--- config.mk ---
export PLATFORM = sky130hd
export DESIGN_NAME = pixel_frame_sequencer
export DESIGN_NICKNAME = d
export VERILOG_FILES = /design/src/rtl/pixel_frame_sequencer.sv
export SDC_FILE = /design/constraint.sdc
export NUM_CORES = 1
export LEC_CHECK = 0
export ABC_AREA = 1
export BUFFER_PORTS_ARGS = -buffer_cell sky130_fd_sc_hd__buf_2
export CORE_MARGIN = 10
export CORE_UTILIZATION = 55
export DETAILED_ROUTE_END_ITERATION = 7
export PLACE_DENSITY = 0.79
export SLEW_MARGIN = 20
export SYNTH_ARGS = -nofsm -noshare
export SYNTH_HDL_FRONTEND = slang
export SYNTH_SLANG_ARGS = --single-unit
--- constraint.sdc ---
create_clock -name clk -period 4.3 [get_ports clk]
set_input_delay 0.43 -clock clk [delete_from_list [all_inputs] [get_ports clk]]
set_output_delay 0.43 -clock clk [all_outputs]
set_load 0.005 [all_outputs]
--- src/rtl/pixel_frame_sequencer.sv ---
// Frame controller for the 2x2 pixel array: erase/expose/convert/read sequencing,
// ADC ramp count generation and frame handoff over a valid/ready handshake.
module pixel_frame_sequencer #(
    parameter int unsigned ERASE_CYCLES   = 5,
    parameter int unsigned CONVERT_CYCLES = 256,
    parameter int unsigned READ_CYCLES    = 2
) (
    input  logic        clk,
    input  logic        reset,
    input  logic        start,
    input  logic        abort,
    input  logic        cont_mode,
    input  logic [15:0] exp_cycles,
    input  logic [7:0]  pix_data1,
    input  logic [7:0]  pix_data2,
    input  logic [7:0]  pix_data3,
    input  logic [7:0]  pix_data4,
    output logic        erase,
    output logic        expose,
    output logic        convert,
    output logic        read12,
    output logic        read34,
    output logic [7:0]  adc_count,
    output logic        busy,
    output logic [31:0] frame_data,
    output logic        frame_valid,
    input  logic        frame_ready
);

    localparam logic [15:0] ERASE_LEN = 16'(ERASE_CYCLES);
    localparam logic [15:0] CONV_LEN  = 16'(CONVERT_CYCLES);
    localparam logic [15:0] READ_LEN  = 16'(READ_CYCLES);
    localparam logic [15:0] READ_LAST = READ_LEN - 16'd1;

    typedef enum logic [2:0] {
        S_IDLE,
        S_ERASE,
        S_EXPOSE,
        S_CONVERT,
        S_READ12,
        S_READ34,
        S_OUT
    } state_t;

    state_t      state_q, state_d;
    logic [15:0] cnt_q, cnt_d;
    logic [15:0] exp_q, exp_d;
    logic [15:0] pix12_q, pix34_q;

    logic        erase_q, erase_d;
    logic        expose_q, expose_d;
    logic        convert_q, convert_d;
    logic        read12_q, read12_d;
    logic        read34_q, read34_d;
    logic [7:0]  adc_q, adc_d;
    logic        busy_q, busy_d;
    logic        valid_q, valid_d;
    logic [31:0] fdata_q, fdata_d;

    // Phases with a trailing bus-turnaround gap stay in their state for one extra
    // count (cnt == length) with all controls low, instead of using separate gap states.
    always_comb begin
        state_d = state_q;
        cnt_d   = cnt_q + 16'd1;
        exp_d   = exp_q;
        case (state_q)
            S_IDLE: begin
                cnt_d = '0;
                if (start) begin
                    state_d = S_ERASE;
                    exp_d   = (exp_cycles == '0) ? 16'd1 : exp_cycles;
                end
            end
            S_ERASE: begin
                if (cnt_q == ERASE_LEN) begin
                    state_d = S_EXPOSE;
                    cnt_d   = '0;
                end
            end
            S_EXPOSE: begin
                if (cnt_q == exp_q) begin
                    state_d = S_CONVERT;
                    cnt_d   = '0;
                end
            end
            S_CONVERT: begin
                if (cnt_q == CONV_LEN) begin
                    state_d = S_READ12;
                    cnt_d   = '0;
                end
            end
            S_READ12: begin
                if (cnt_q == READ_LAST) begin
                    state_d = S_READ34;
                    cnt_d   = '0;
                end
            end
            S_READ34: begin
                if (cnt_q == READ_LEN) begin
                    state_d = S_OUT;
                    cnt_d   = '0;
                end
            end
            S_OUT: begin
                cnt_d = '0;
                if (frame_ready) begin
                    if (cont_mode) begin
                        state_d = S_ERASE;
                        exp_d   = (exp_cycles == '0) ? 16'd1 : exp_cycles;
                    end else begin
                        state_d = S_IDLE;
                    end
                end
            end
            default: begin
                state_d = S_IDLE;
                cnt_d   = '0;
            end
        endcase
        if (abort) begin
            state_d = S_IDLE;
            cnt_d   = '0;
        end
    end

    // Outputs are decoded from the next state so they register in step with it.
    always_comb begin
        erase_d   = (state_d == S_ERASE)   && (cnt_d < ERASE_LEN);
        expose_d  = (state_d == S_EXPOSE)  && (cnt_d < exp_d);
        convert_d = (state_d == S_CONVERT) && (cnt_d < CONV_LEN);
        read12_d  = (state_d == S_READ12)  && (cnt_d < READ_LEN);
        read34_d  = (state_d == S_READ34)  && (cnt_d < READ_LEN);
        adc_d     = '0;
        if (convert_d) begin
            adc_d = (cnt_d > 16'd255) ? 8'hFF : cnt_d[7:0];
        end
        busy_d  = (state_d != S_IDLE);
        valid_d = (state_d == S_OUT);
        fdata_d = valid_d ? {pix34_q, pix12_q} : '0;
    end

    always_ff @(posedge clk or posedge reset) begin
        if (reset) begin
            state_q   <= S_IDLE;
            cnt_q     <= '0;
            exp_q     <= 16'd1;
            pix12_q   <= '0;
            pix34_q   <= '0;
            erase_q   <= 1'b0;
            expose_q  <= 1'b0;
            convert_q <= 1'b0;
            read12_q  <= 1'b0;
            read34_q  <= 1'b0;
            adc_q     <= '0;
            busy_q    <= 1'b0;
            valid_q   <= 1'b0;
            fdata_q   <= '0;
        end else begin
            state_q   <= state_d;
            cnt_q     <= cnt_d;
            exp_q     <= exp_d;
            erase_q   <= erase_d;
            expose_q  <= expose_d;
            convert_q <= convert_d;
            read12_q  <= read12_d;
            read34_q  <= read34_d;
            adc_q     <= adc_d;
            busy_q    <= busy_d;
            valid_q   <= valid_d;
            fdata_q   <= fdata_d;
            if (state_q == S_READ12 && cnt_q == READ_LAST) begin
                pix12_q <= {pix_data2, pix_data1};
            end
            if (state_q == S_READ34 && cnt_q == READ_LAST) begin
                pix34_q <= {pix_data4, pix_data3};
            end
        end
    end

    assign erase       = erase_q;
    assign expose      = expose_q;
    assign convert     = convert_q;
    assign read12      = read12_q;
    assign read34      = read34_q;
    assign adc_count   = adc_q;
    assign busy        = busy_q;
    assign frame_valid = valid_q;
    assign frame_data  = fdata_q;

endmodule
# Yosys cells after proc, flatten, opt, wreduce, memory -nomap -nowiden

Cells that the tools add are included.

Memory bits (writable): 0
Logic and storage cells: 72
Bits in latches: 0
Bits in read-only memories: 0
Memories kept: 0
Flip-flop bits (word level): 114
Output and inout bits: 47

Reduce and logical (&&, ||, !) cells: 10
$lt $le $gt $ge: 5
$add $sub $neg: 1
Mux-type cells: 25
Eq/ne operators: 17
Shift operators: 0
Divide/modulo/power cells: 0
Multiply operators: 0
Bitwise operators: 0

Operator list:

| operator                                            | count |
|---|---|
| 2-to-1 mux 16 bit                                   | 10 |
| case mux 16 bit (5 select lines)                    | 1 |
| 2-to-1 mux 32 bit                                   | 1 |
| case mux 16 bit (2 select lines)                    | 1 |
| 2-to-1 mux 3 bit                                    | 8 |
| case mux 3 bit (7 select lines)                     | 1 |
| == test 3 bit, second input constant                | 6 |
| adder 16 x 1 -> 16 bit, second input constant       | 1 |
| == test 16 x 1 -> 1 bit, second input constant      | 1 |
| == test 16 bit                                      | 1 |
| == test 16 x 2 -> 1 bit, second input constant      | 1 |
| == test 16 x 3 -> 1 bit, second input constant      | 1 |
| == test 16 x 9 -> 1 bit, second input constant      | 1 |
| > comparator 16 x 8 -> 1 bit, second input constant | 1 |
| logical NOT 16 bit                                  | 1 |
| < comparator 16 bit                                 | 1 |
| < comparator 16 x 2 -> 1 bit, second input constant | 1 |
| < comparator 16 x 3 -> 1 bit, second input constant | 1 |
| < comparator 16 x 9 -> 1 bit, second input constant | 1 |
| 2-to-1 mux 8 bit                                    | 2 |
| == test 3 x 2 -> 1 bit, second input constant       | 4 |
| logical AND 1 bit                                   | 7 |
| == test 3 x 1 -> 1 bit, second input constant       | 2 |
| logical NOT 3 bit                                   | 1 |
| 2 further kinds                                     | 2 |

# Logic depth before layout (Yosys ltp)

Depth in word-level cells: 7
Gate-level depth with buffers: 22
Gate-level depth less buffers: 21

# Least setup slack after synthesis

OpenSTA, ideal clock, no wires.

Path type: reg-to-reg
From: register cnt_q[1]
To: register expose_q, in the netlist expose
Period minus slack after synthesis: 2.681 ns
Buffers on the path: 1
Path slack: 1.619 ns
Data required time: 4.223 ns
Setup time: 0.077 ns
Arrival: 2.604 ns
Stages on the path, launching flop included: 21
Path through: dfrtp_1 -> inv_1 -> ha_1 -> nand2_1 -> nor2_1 -> nand2_1 -> nand2_1 -> nand2_1 -> nor2_1 -> nand2_1 -> nand2_2 -> buf_6 -> nor2_2 -> ha_1 -> a21oi_1 -> o21ai_0 -> nand3_1 -> a21oi_1 -> a2111oi_0 -> nand2_1 -> a21oi_1

Word-level cells in the longest chain between the ends: 6
Elaborated cells between the ends (all ways): 23
Those cells by class: add/sub: 1; order compare: 1; eq/ne: 6; mux: 14; reduce/logical: 1

Ends and longest elaborated chain:

| item                                                 | RTL line | text |
|---|---|---|
| start, declared                                      | 46       | `logic [15:0] cnt_q, cnt_d;` |
| start signal, assigned                               | 160      | `cnt_q <= cnt_d;` |
| adder 16 x 1 -> 16 bit, or another cell as far along | 64       | `cnt_d = cnt_q + 16'd1;` |
| 2-to-1 mux 16 bit, on equally long branches          | n/a      |  |
| case mux 16 bit (5 select lines) *                   | 66       | `case (state_q)` |
| 2-to-1 mux 16 bit *                                  | 120      | `if (abort) begin` |
| via cnt_d[11]                                        | 46       |  |
| < comparator 16 bit *                                | 129      | `expose_d = (state_d == S_EXPOSE) && (cnt_d < exp_d);` |
| logical AND 1 bit *                                  | 129      |  |
| via expose_d                                         | 51       | `logic expose_q, expose_d;` |
| end signal, assigned                                 | 163      | `expose_q <= expose_d;` |
| end, declared                                        | 51       |  |

Mark *: on every way through the listed nets, which the timed path passes. The rest lies on a longest branch.
A chain may end at the register's enable or synchronous reset.

# Final worst setup path

Same ends and word-level chain as after synthesis.

==> metrics.cfg <==
[synthesis]
synth_top_area_frac = 0.533
post_synth.cell_area_avg_um2 = 8.24
synth_cell_type_count = 26
synthesis.nets = 716
portion_of_the_post_synthesis_area_used_by_sequential_elements = 0.538
synth.ff_latch_count = 114
post_synth_inst_count = 643
synth_area_um2 = 5300
synth_area_leader_cell = dfrtp_1
yosysWarnings = 0
yosys-top-cells-area = dfrtp_1 (53%), nand2_1 (9.8%), nor2_1 (8.7%), inv_1 (7.9%), ha_1 (4.5%)

[floorplanning]
core.rowCount = 35
num_io_pins = 101
floorplan.initialDensity = 0.568
chipHeight_um = 118
design.die.area_um2 = 14000
die-width_um = 118
design.core.area_um2 = 9330

[setup_path]
crit_path_start = cnt_q[1]$_DFF_PP0_
path_buf_inv = 1
critPathTopFamily = simple AND/OR/NAND/NOR gates
critPathMaxStageDelay_ns = 0.42
worstSetupStartpointType = flop
worst_path_most_repeated_cell = nand2_1
critical_path_arrival_ns = 3.78
crit_path_end_kind = flop
worst-path-max-fanout = 14
timing.reg2reg.setup_slack_ns = 0.95
path_class = reg -> reg
crit_chain = inv_1 -> ha_1 -> nand2_1 -> nor2_1 -> nand2_1 -> nand2_1 -> nand2_1 -> nor2_1 -> nand2_1 -> nand2_2 -> nor2_1 -> ha_1 -> a21oi_1 -> o21ai_0 -> nand3_1 -> a21oi_1 -> a2111oi_0 -> nand2_1 -> a21oi_1
cp_slowest_cell = dfrtp_1
regToRegStartpoint = cnt_q[1]$_DFF_PP0_
critical_path_required_ns = 4.72

[timing]
final.setup.tns_ns = 0
timing.hold.ws_ns = 0.0797
timing.final.setup_violations = 0
max_freq_mhz = 298
period_needed_ns = 3.35
worst-slew-pin-transition_ns = 0.874
rsz0062_at_grt = false
post-route-period-util = 0.780
finalHoldViolCount = 0
worst_clock_skew_ns = 0.0145
drv_slew = 0
relative_slew_slack = 0.416

[drt]
via_count = 4370
wl_per_cell_um = 14.5
final_antenna_violating_net_count = 0
via_per_inst = 4.89
drc_errors = 0
routed_wirelength_um = 13000
dr.first_iter.drc_count = 407
dr.pass1.iters = 6

[flow_run]
drv.max_cap_violation_count = 0

[cells_and_area]
layout.core_utilization = 0.697
most_frequent_cells_in_the_layout = nand2_1 (139), nor2_1 (123), dfrtp_1 (113), inv_1 (110), buf_2 (100)
mostFrequentLayoutCell = nand2_1
final_layout_size_suffix_gt1_frac = 0.194
final_cell_area_um2 = 6500
area.growth.synth_to_final_pct = 22.7
num-nets-final = 824
fillerInstances = 744
layoutNonFillerInstCount = 893
diodes = 0

[placement]
postPlaceCellArea_um2 = 5910
placedCellCount = 861
gp_congestion = 0.940
port-buffer-count = 100
detailed_place_hpwl_um = 9390

[power]
cellPowerDensity_nw_per_um2 = 416
static-leakage-power_nw = 3.68
worst_ir_drop_vdd_uv = 303

[clock_network]
cts.path.max_buffers = 2
clock_sink_count = 114
tritoncts.num_buffers = 17
clk_root_buffer_cell = clkbuf_8
ctsHtreeMaxLevel = 4
cts_hold_buf = 0
clk_pin_slew_worst_paths_ns = 0.06
cts_resized = 0
clkLatencyLatePin_ns = 0.51
cts_post_setup_buffers_inserted = 0
tritoncts_clock_tree = yes

[grt]
track_usage = 0.191
wire_length_of_the_first_global_routing_pass_um = 22000
largest_net_degree_at_the_start_of_global_routing = 89
via_count_of_the_first_global_routing_pass = 4574
grt.overflow.total = 0
grt_antenna_before_repair = 0

[min_path]
hold_path_class = in -> async

[status]
run_status = completed

-- flip-flops by register name, summed over array words and instances, names as in the netlist --
| register | flops |
|---|---|
| adc_count | 8 |
| busy | 1 |
| cnt_q | 16 |
| convert | 1 |
| erase | 1 |
| exp_q | 16 |
| expose | 1 |
| frame_data | 32 |
| frame_valid | 1 |
| pix12_q | 16 |
| pix34_q | 16 |
| read12 | 1 |
| read34 | 1 |
| state_q | 3 |
-- logic make-up (layout without fill, tap and decap cells) --
logic type / count (synthesis) / after routing / synth area share
AO/OA/AOI/OAI: 65 / 65 / 0.0644
XOR/XNOR: 12 / 12 / 0.0198
adder cells (fa/ha/maj): 19 / 19 / 0.0448
buffers and inverters: 124 / 245 / 0.0920
flip-flops: 114 / 114 / 0.538
AND/OR/NAND/NOR: 309 / 309 / 0.240
-- final timing paths --
path                                             to  depth (start not counted)
max reg2reg                        expose$_DFF_PP0_                         19
min in group clk             pix12_q[5]$_DFFE_PP0P_                          3
min reg2reg                frame_data[14]$_DFF_PP0_                          2
min                          adc_count[5]$_DFF_PP0_                          2
max in group asynchronous        exp_q[0]$_DFF_PP1_                          3
max                                expose$_DFF_PP0_                         19
-- where the power goes --
part	internal, mW	switching (mW)	total, mW
combinational	0.0699	0.131	0.201
clock	0.840	0.534	1.37
sequential	1.11	0.0192	1.13
-- per-layer routing --
| layer | vias to the layer above | part of all wire | routed length (um) | GRT usage |
|---|---|---|---|---|
| li1 | 2187 | - | - | - |
| met1 | 2023 | 0.42 | 5450 | 0.228 |
| met2 | 140 | 0.50 | 6510 | 0.328 |
| met4 | 0 | 0.019 | 253 | 0.0750 |
| met5 | - | 0 | 0 | 0 |
| met3 | 20 | 0.058 | 758 | 0.0409 |
-- metrics by stage --
stage / power, mW / worst slack, ns
6_report: 2.71 / 0.945
2_1_floorplan: 1.28 / 0.856
4_1_cts: 2.73 / 1.04
3_5_place_dp: 1.35 / 1.07
3_3_place_gp: 1.34 / 1.22
5_1_grt: 2.82 / 0.524
-- layout make-up --
cell class | instances | area, um^2 | share of cell area
multi-input combinational | 405 | 1960 | 0.302
clock inverter | 15 | 171 | 0.0264
tap | 129 | 161 | 0.0248
timing repair buffer | 102 | 515 | 0.0793
inverter | 111 | 422 | 0.0648
clock buffer | 17 | 414 | 0.0637
sequential | 114 | 2850 | 0.439
-- worst register-to-register path, delay by kind of cell (launching register included) --
family / cells / cell delay, ns
buf+inv: 1 / 0.17
flops: 1 / 0.42
simple gates: 11 / 1.29
fa+ha+maj: 2 / 0.55
compound gates: 5 / 0.83
-- synth_stat cells, drive strengths merged --
cell type and number:
inv 111, nor2 129, nand4 7, dfrtp 113
nand2 141, a31oi 2, dfstp 1, a211oi 1
o31ai 1, a21boi 1, o211ai 1, xor2 12
o21ai 35, clkbuf 9, a2111oi 1, nand3 16
a21oi 23, nand3b 1, nor3 15, ha 19
buf 4
Note: power is estimated with default switching activity, not from simulation.
